File: src/rtl/skid_fifo_pkg.sv
// rtl/skid_fifo_pkg.sv - shared constants and sizing helper for the skid_fifo elastic buffer
package skid_fifo_pkg;

    // Default word width for the UART/ALU byte path.
    localparam int SKID_DEF_WIDTH = 8;

    function automatic int skid_clog2(input int value);
        int result;
        result = 0;
        for (int i = 0; i < 31; i++) begin
            if ((1 << i) < value) begin
                result = i + 1;
            end
        end
        return result;
    endfunction

endpackage

File: src/rtl/skid_fifo_mem.sv
// rtl/skid_fifo_mem.sv - DEPTH x WIDTH register array, one write port, one asynchronous read port
module skid_fifo_mem
    import skid_fifo_pkg::*;
#(
    parameter int WIDTH = SKID_DEF_WIDTH,
    parameter int DEPTH = 4,
    parameter int AW    = skid_clog2(DEPTH)
) (
    input  logic             clk,
    input  logic             we,
    input  logic [AW-1:0]    waddr,
    input  logic [WIDTH-1:0] wdata,
    input  logic [AW-1:0]    raddr,
    output logic [WIDTH-1:0] rdata
);

    // Storage is deliberately left unreset; the pointer/count logic masks stale entries.
    logic [WIDTH-1:0] mem [DEPTH];

    always_ff @(posedge clk) begin
        if (we) begin
            mem[waddr] <= wdata;
        end
    end

    assign rdata = mem[raddr];

endmodule

File: src/rtl/skid_fifo.sv
// rtl/skid_fifo.sv - full-throughput elastic buffer with occupancy count, flush and almost-full flag
module skid_fifo
    import skid_fifo_pkg::*;
#(
    parameter int WIDTH     = SKID_DEF_WIDTH,
    parameter int DEPTH     = 4,
    parameter int AFULL_LVL = DEPTH - 1
) (
    input  logic                       clk,
    input  logic                       rst,
    input  logic                       flush,
    input  logic [WIDTH-1:0]           data_i,
    input  logic                       valid_in,
    output logic                       ready_in,
    output logic [WIDTH-1:0]           data_o,
    output logic                       valid_out,
    input  logic                       ready_out,
    output logic [skid_clog2(DEPTH):0] count,
    output logic                       almost_full
);

    localparam int AW = skid_clog2(DEPTH);
    localparam int CW = AW + 1;

    logic [AW-1:0] wr_ptr;
    logic [AW-1:0] rd_ptr;
    logic          push;
    logic          pop;

    // ready_in looks only at registered count so there is no path from ready_out.
    assign ready_in    = (count != CW'(DEPTH));
    assign valid_out   = (count != '0);
    assign almost_full = (count >= CW'(AFULL_LVL));
    assign push        = valid_in & ready_in;
    assign pop         = valid_out & ready_out;

    always_ff @(posedge clk or posedge rst) begin
        if (rst) begin
            wr_ptr <= '0;
            rd_ptr <= '0;
            count  <= '0;
        end else if (flush) begin
            wr_ptr <= '0;
            rd_ptr <= '0;
            count  <= '0;
        end else begin
            if (push) begin
                wr_ptr <= wr_ptr + AW'(1);
            end
            if (pop) begin
                rd_ptr <= rd_ptr + AW'(1);
            end
            case ({push, pop})
                2'b10:   count <= count + CW'(1);
                2'b01:   count <= count - CW'(1);
                default: count <= count;
            endcase
        end
    end

    skid_fifo_mem #(
        .WIDTH (WIDTH),
        .DEPTH (DEPTH),
        .AW    (AW)
    ) u_mem (
        .clk   (clk),
        .we    (push & ~flush),
        .waddr (wr_ptr),
        .wdata (data_i),
        .raddr (rd_ptr),
        .rdata (data_o)
    );

endmodule

File: config.mk
export PLATFORM = sky130hd
export DESIGN_NAME = skid_fifo
export DESIGN_NICKNAME = d
export VERILOG_FILES = /design/src/rtl/skid_fifo_pkg.sv /design/src/rtl/skid_fifo_mem.sv /design/src/rtl/skid_fifo.sv
export SDC_FILE = /design/constraint.sdc
export NUM_CORES = 1
export LEC_CHECK = 0
export BUFFER_PORTS_ARGS = -buffer_cell sky130_fd_sc_hd__buf_2
export CORE_MARGIN = 2
export CORE_UTILIZATION = 55
export DETAILED_ROUTE_END_ITERATION = 6
export HOLD_SLACK_MARGIN = 0.05
export PLACE_DENSITY = 0.78
export SLEW_MARGIN = 10
export SYNTH_ARGS = -nofsm -noshare
export SYNTH_HDL_FRONTEND = slang
export SYNTH_SLANG_ARGS = --single-unit
File: constraint.sdc
create_clock -name clk -period 3.1 [get_ports clk]
set_input_delay 0.31 -clock clk [delete_from_list [all_inputs] [get_ports clk]]
set_output_delay 0.31 -clock clk [all_outputs]
set_load 0.03 [all_outputs]
# Yosys cells after proc, flatten, opt, wreduce, memory -nomap -nowiden
# Memories as Yosys holds them, arrays and structs flattened.
# Cells that the tools add are included.
[op_classes]
reduce_logical = 4
bitwise_logic = 4
addsub = 4
mux = 8
eq_ne = 3
order_cmp = 1
[op_table]
columns = ["operator", "count"]
rows = [
  ["2-bit 2-to-1 mux", 4],
  ["3-bit case mux with 2 select lines", 1],
  ["3-bit nonzero test", 2],
  ["2-bit by 1-bit adder with 2-bit output (second input constant)", 2],
  ["2-bit nonzero test", 2],
  ["3-bit by 1-bit adder with 3-bit output (second input constant)", 1],
  ["1-bit bitwise AND", 3],
  ["3-bit by 2-bit >= comparator with 1-bit output (second input constant)", 1],
  ["3-bit 2-to-1 mux", 1],
  ["3-bit != test (second input constant)", 1],
  ["3-bit by 1-bit subtractor with 3-bit output (second input constant)", 1],
  ["2-bit by 1-bit equality test with 1-bit output (second input constant)", 1],
  ["2-bit equality test (second input constant)", 1],
  ["1-bit 2-to-1 mux", 2],
  ["1-bit inverter", 1],
]
[totals]
in_bits = 13
regBits = 7
mem_bits_rw = 32
memories = 1
word_cells = 28
out_inout_bits = 14
[mem_list]
columns = ["memory", "depth", "word_bits", "read_ports", "rd_ports_with_merged_regs", "write_ports", "line_no", "text"]
rows = [
  ["u_mem.mem", 4, 8, 1, 0, 1, "skid_fifo_mem.sv:18", "logic [WIDTH-1:0] mem [DEPTH];"],
]

# Depth between registers and ports, before layout
[depth]
word_depth = 5
ltp_mapped = 7
mapped_depth_nobuf = 6

# Cells and area by module
# From an unflattened synthesis, not the netlist that was laid out.
[hier_totals]
hier_cells = 102
area_unflattened_um2 = 1695.4
[modules_own_cells]
columns = ["module", "instances", "seq_area_each_um2", "area_per_inst_um2", "cells_each"]
rows = [
  ["skid_fifo_mem", 1, 960.9, 1188.6, 46],
  ["skid_fifo", 1, 175.2, 506.7, 56],
]

# Least setup slack after synthesis
# Ideal clock, no wire load.
[synth_path]
path_kind = "register -> register"
start = "register count[1]"
end = "register count[2]"
arrival_ns = 2.247
path_slack_ns = 0.771
path_stages_with_launch = 8
n_path_buf = 1
path_cell_list = "dfrtp_1 buf_2 o31ai_1 nor2_1 fa_1 nand2b_1 or4_1 a31oi_1"
[synth_between]
elab_chain_cells = 5
[synth_rtl]
columns = ["element", "line_no", "text"]
rows = [
  ["start: declaration", "skid_fifo.sv:18", "output logic [skid_clog2(DEPTH):0] count,"],
  ["start signal: assignment", "skid_fifo.sv:54", "2'b10: count <= count + CW'(1);"],
  ["start signal: assignment", "skid_fifo.sv:55", "2'b01: count <= count - CW'(1);"],
  ["start signal: assignment", "skid_fifo.sv:56", "default: count <= count;"],
  ["3-bit != test or 3-bit nonzero test (tied branches)", "skid_fifo.sv:31, skid_fifo.sv:32", ""],
  ["1-bit bitwise AND, on equally long branches", "skid_fifo.sv:34, skid_fifo.sv:35", ""],
  ["2-bit by 1-bit equality test with 1-bit output or 2-bit equality test (tied branches)", "skid_fifo.sv:53", "case ({push, pop})"],
  ["3-bit case mux with 2 select lines", "skid_fifo.sv:53", ""],
  ["3-bit 2-to-1 mux", "skid_fifo.sv:42", "end else if (flush) begin"],
]
# Parallel ways exist; a longest one is shown, timed or not.
# A chain may end at the register's enable or synchronous reset.

# Final worst setup path
# Same ends and word-level chain as after synthesis.

==> impl_metrics.tcl <==
set metrics [dict create \
    run_status "finished, final reports clean" \
    ant_nets 0 \
    critical_path_class "register to register" \
    rsz0062_at_grt "no" \
    synthToLayoutAreaGrowth_pct 13.30 \
    synth_edf_count 32 \
    ys_warn_count 0 \
    post_cts_buffers 0 \
    vias_per_cell 5.549 \
    die_height_um 60.40 \
    grt_pass1_wl_um 4533 \
    top_cell_type_s_share_of_synthesized_area 0.5494 \
    hpwl_um 1999 \
    grtUsageMet3 0.04691 \
    seq_area_frac_synth 0.6495 \
    route.final.wire_length_um 2917 \
    grt_antenna_before_repair 0 \
    detail_route.first_pass.iterations 3 \
    use_met2 0.3028 \
    crit_arrival_ns 2.58 \
    dieArea_sq_mm 0.003648 \
    synth_cell_type_count 33 \
    yosys_most_used_dff "edfxtp_1" \
    static_leakage_power_nw 0.7356 \
    dieWidth_um 60.40 \
    netlist_instances 110 \
    number_of_i_o_port_buffers 26 \
    leftover_overflow_at_the_end_of_global_routing 0 \
    cell_rows 20 \
    final_hold_viol_count 0 \
    grt_usage 0.1781 \
    final_max_slew_viol_count 0 \
    fin_hold_ws_ns 0.1737 \
    layout.nets 155 \
    worst_ep_required_time_ns 3.37 \
    report.final.setup_viol 0 \
    timing_worst_slew_pin_value_ns 0.5999 \
    worst_setup_path_start_kind "register" \
    min_period_ns 2.308 \
    timing.slew.headroom 0.6001 \
    number_of_nets_in_the_synthesized_netlist 128 \
    fmaxAchievable_mhz 433.2 \
    drt-wirelength-per-cell_um 16.03 \
    end_kind "register" \
    h_tree_depth_reported_by_cts 2 \
    grt_util_met1 0.2114 \
    netlist_top_cells_area "edfxtp_1, mux4_2, dfrtp_1" \
    clk-insertion-delay-late_ns 0.34 \
    worst-path-max-fanout 13 \
    clkSlewWorstSetupHoldPaths_ns 0.12 \
    finalWeightedCongestion 0.7635 \
    cts_buffer_depth 2 \
    layout-drive-gt1-share 0.3116 \
    pin_count 27 \
    post-synth-top-area-cell "edfxtp_1" \
    insertedDiodeCount 0 \
    setup_tns_ns 0 \
    postSynthRegisterBits 39 \
    grt_pass1_vias 992 \
    detail_route.iter0.violations 35 \
    fin_crit_sh 0.7447 \
    cts.root.buffer_cell "clkbuf_4" \
    global_route.peak_usage_layer "met2" \
    grt_start_max_net_pins 17 \
    numCtsBuffers 5 \
    drc_errors 0 \
    max-vdd-ir-drop_v 0.0003472 \
    clkSinkCount 39 \
    via_count_of_the_routed_design 1010 \
    syn_area_sq_mm 0.001749 \
    tritoncts "built" \
    power_per_cell_area_mw_per_mm2 643.5 \
    kind_of_path_behind_the_tightest_hold_check "input pin to register" \
    synth_area_per_cell_sq_um 15.90 \
    floorplan.core_area_sq_mm 0.003028 \
    start_util 0.5777 \
    maxCapViolCount 0 \
    ys_async_sr_fraction 0.1795 \
    clock-skew-final_ns 0.01159 \
]
## cell usage in the layout (no fill, tap or decap), drive strengths merged, types with 4 or more instances in the layout
| cell | n |
|---|---|
| edfxtp | 32 |
| buf | 26 |
| mux4 | 8 |
| dfrtp | 7 |
| nor2 | 6 |
| clkbuf | 6 |
| inv | 5 |
| a21oi | 4 |
| and2 | 4 |
| ha | 4 |
## power breakdown
group | switching (mW) | internal (mW) | total, mW | leakage (nW)
Clock | 0.161 | 0.191 | 0.352 | 0.0482
Combinational | 0.162 | 0.114 | 0.276 | 0.302
Sequential | 0.0531 | 0.595 | 0.648 | 0.385
## final timing paths
| path | start | end | slack [ns] | depth (start not counted) |
|---|---|---|---|---|
| max in group asynchronous | rst | rd_ptr[0] | 2.43 | 3 |
| max | count[1] | count[2] | 0.79 | 6 |
| min reg2reg | wr_ptr[1] | wr_ptr[1] | 0.62 | 2 |
| max reg2reg | count[1] | count[2] | 0.79 | 6 |
| min in group asynchronous | rst | count[1] | 0.44 | 3 |
| min | data_i[2] | u_mem.mem[3][2] | 0.17 | 1 |
## metal layers
| layer | vias up | wire, um |
|---|---|---|
| met5 | - | 0 |
| met2 | 20 | 1610 |
| met1 | 509 | 1166 |
| met4 | 0 | 23 |
| met3 | 4 | 116 |
| li1 | 477 | - |
## repair_timing
| action | CTS | global route |
|---|---|---|
| hold endpoints to repair | 7 | 0 |
| gates resized for setup | 0 | 0 |
| hold buffers | 1 | 0 |
## area by class of cell
type | instances | area (sq um)
clock buffers | 6 | 51.30
flip-flops and latches | 39 | 1136
repair buffers | 27 | 140.1
fillers | 216 | 1046
multi-input cells | 59 | 545.5
inverters | 5 | 18.77
well taps | 44 | 55.05
clock inverters | 2 | 35.03
## worst max-delay path: stages, from the launching register on
cell	delay [ns]
dfrtp_1	0.55
o31ai_1	0.41
nor2_1	0.12
fa_1	0.43
nand2b_1	0.18
or4_1	0.39
a31oi_1	0.16
## cell families after synthesis
kind of cell             synth area share
flip-flops                         0.6495
AO/OA/AOI/OAI                     0.06367
adder cells (fa/ha/maj)           0.04006
AND/OR/NAND/NOR                   0.08511
multiplexers                       0.1030
buffers and inverters             0.03862
XOR/XNOR                          0.02003
## registers in the layout, indices dropped and copies added, names as in the netlist
| register | flops |
|---|---|
| u_mem.mem | 32 |
| count | 3 |
| rd_ptr | 2 |
| wr_ptr | 2 |
## stage by stage
stage / area [sq um] / worst slack, ns / power, mW / instances / utilization
finish: 1982 / 0.7915 / 1.275 / 182 / 0.6545
global route: 1982 / 0.6256 / 1.331 / 182 / 0.6545
CTS: 1982 / 0.7842 / 1.286 / 182 / 0.6545
detailed placement: 1886 / 0.8155 / 0.9365 / 173 / 0.6227
global placement: 1886 / 0.9336 / 0.9263 / 173 / 0.6227
floorplan: 1749 / 0.7713 / 0.8708 / 110 / -
## cells in the mapped netlist (2+ instances only)
master	n
edfxtp_1	32
mux4_2	8
dfrtp_1	7
nor2_1	6
inv_1	5
a21oi_1	4
and2_1	4
ha_1	4
a31oi_1	3
buf_2	3
nand3_1	3
nand3b_1	3
o21ai_0	3
buf_6	2
nand2b_1	2
or3_1	2
xnor2_1	2
xor2_1	2
No activity file was read; power rests on OpenSTA's default activity.
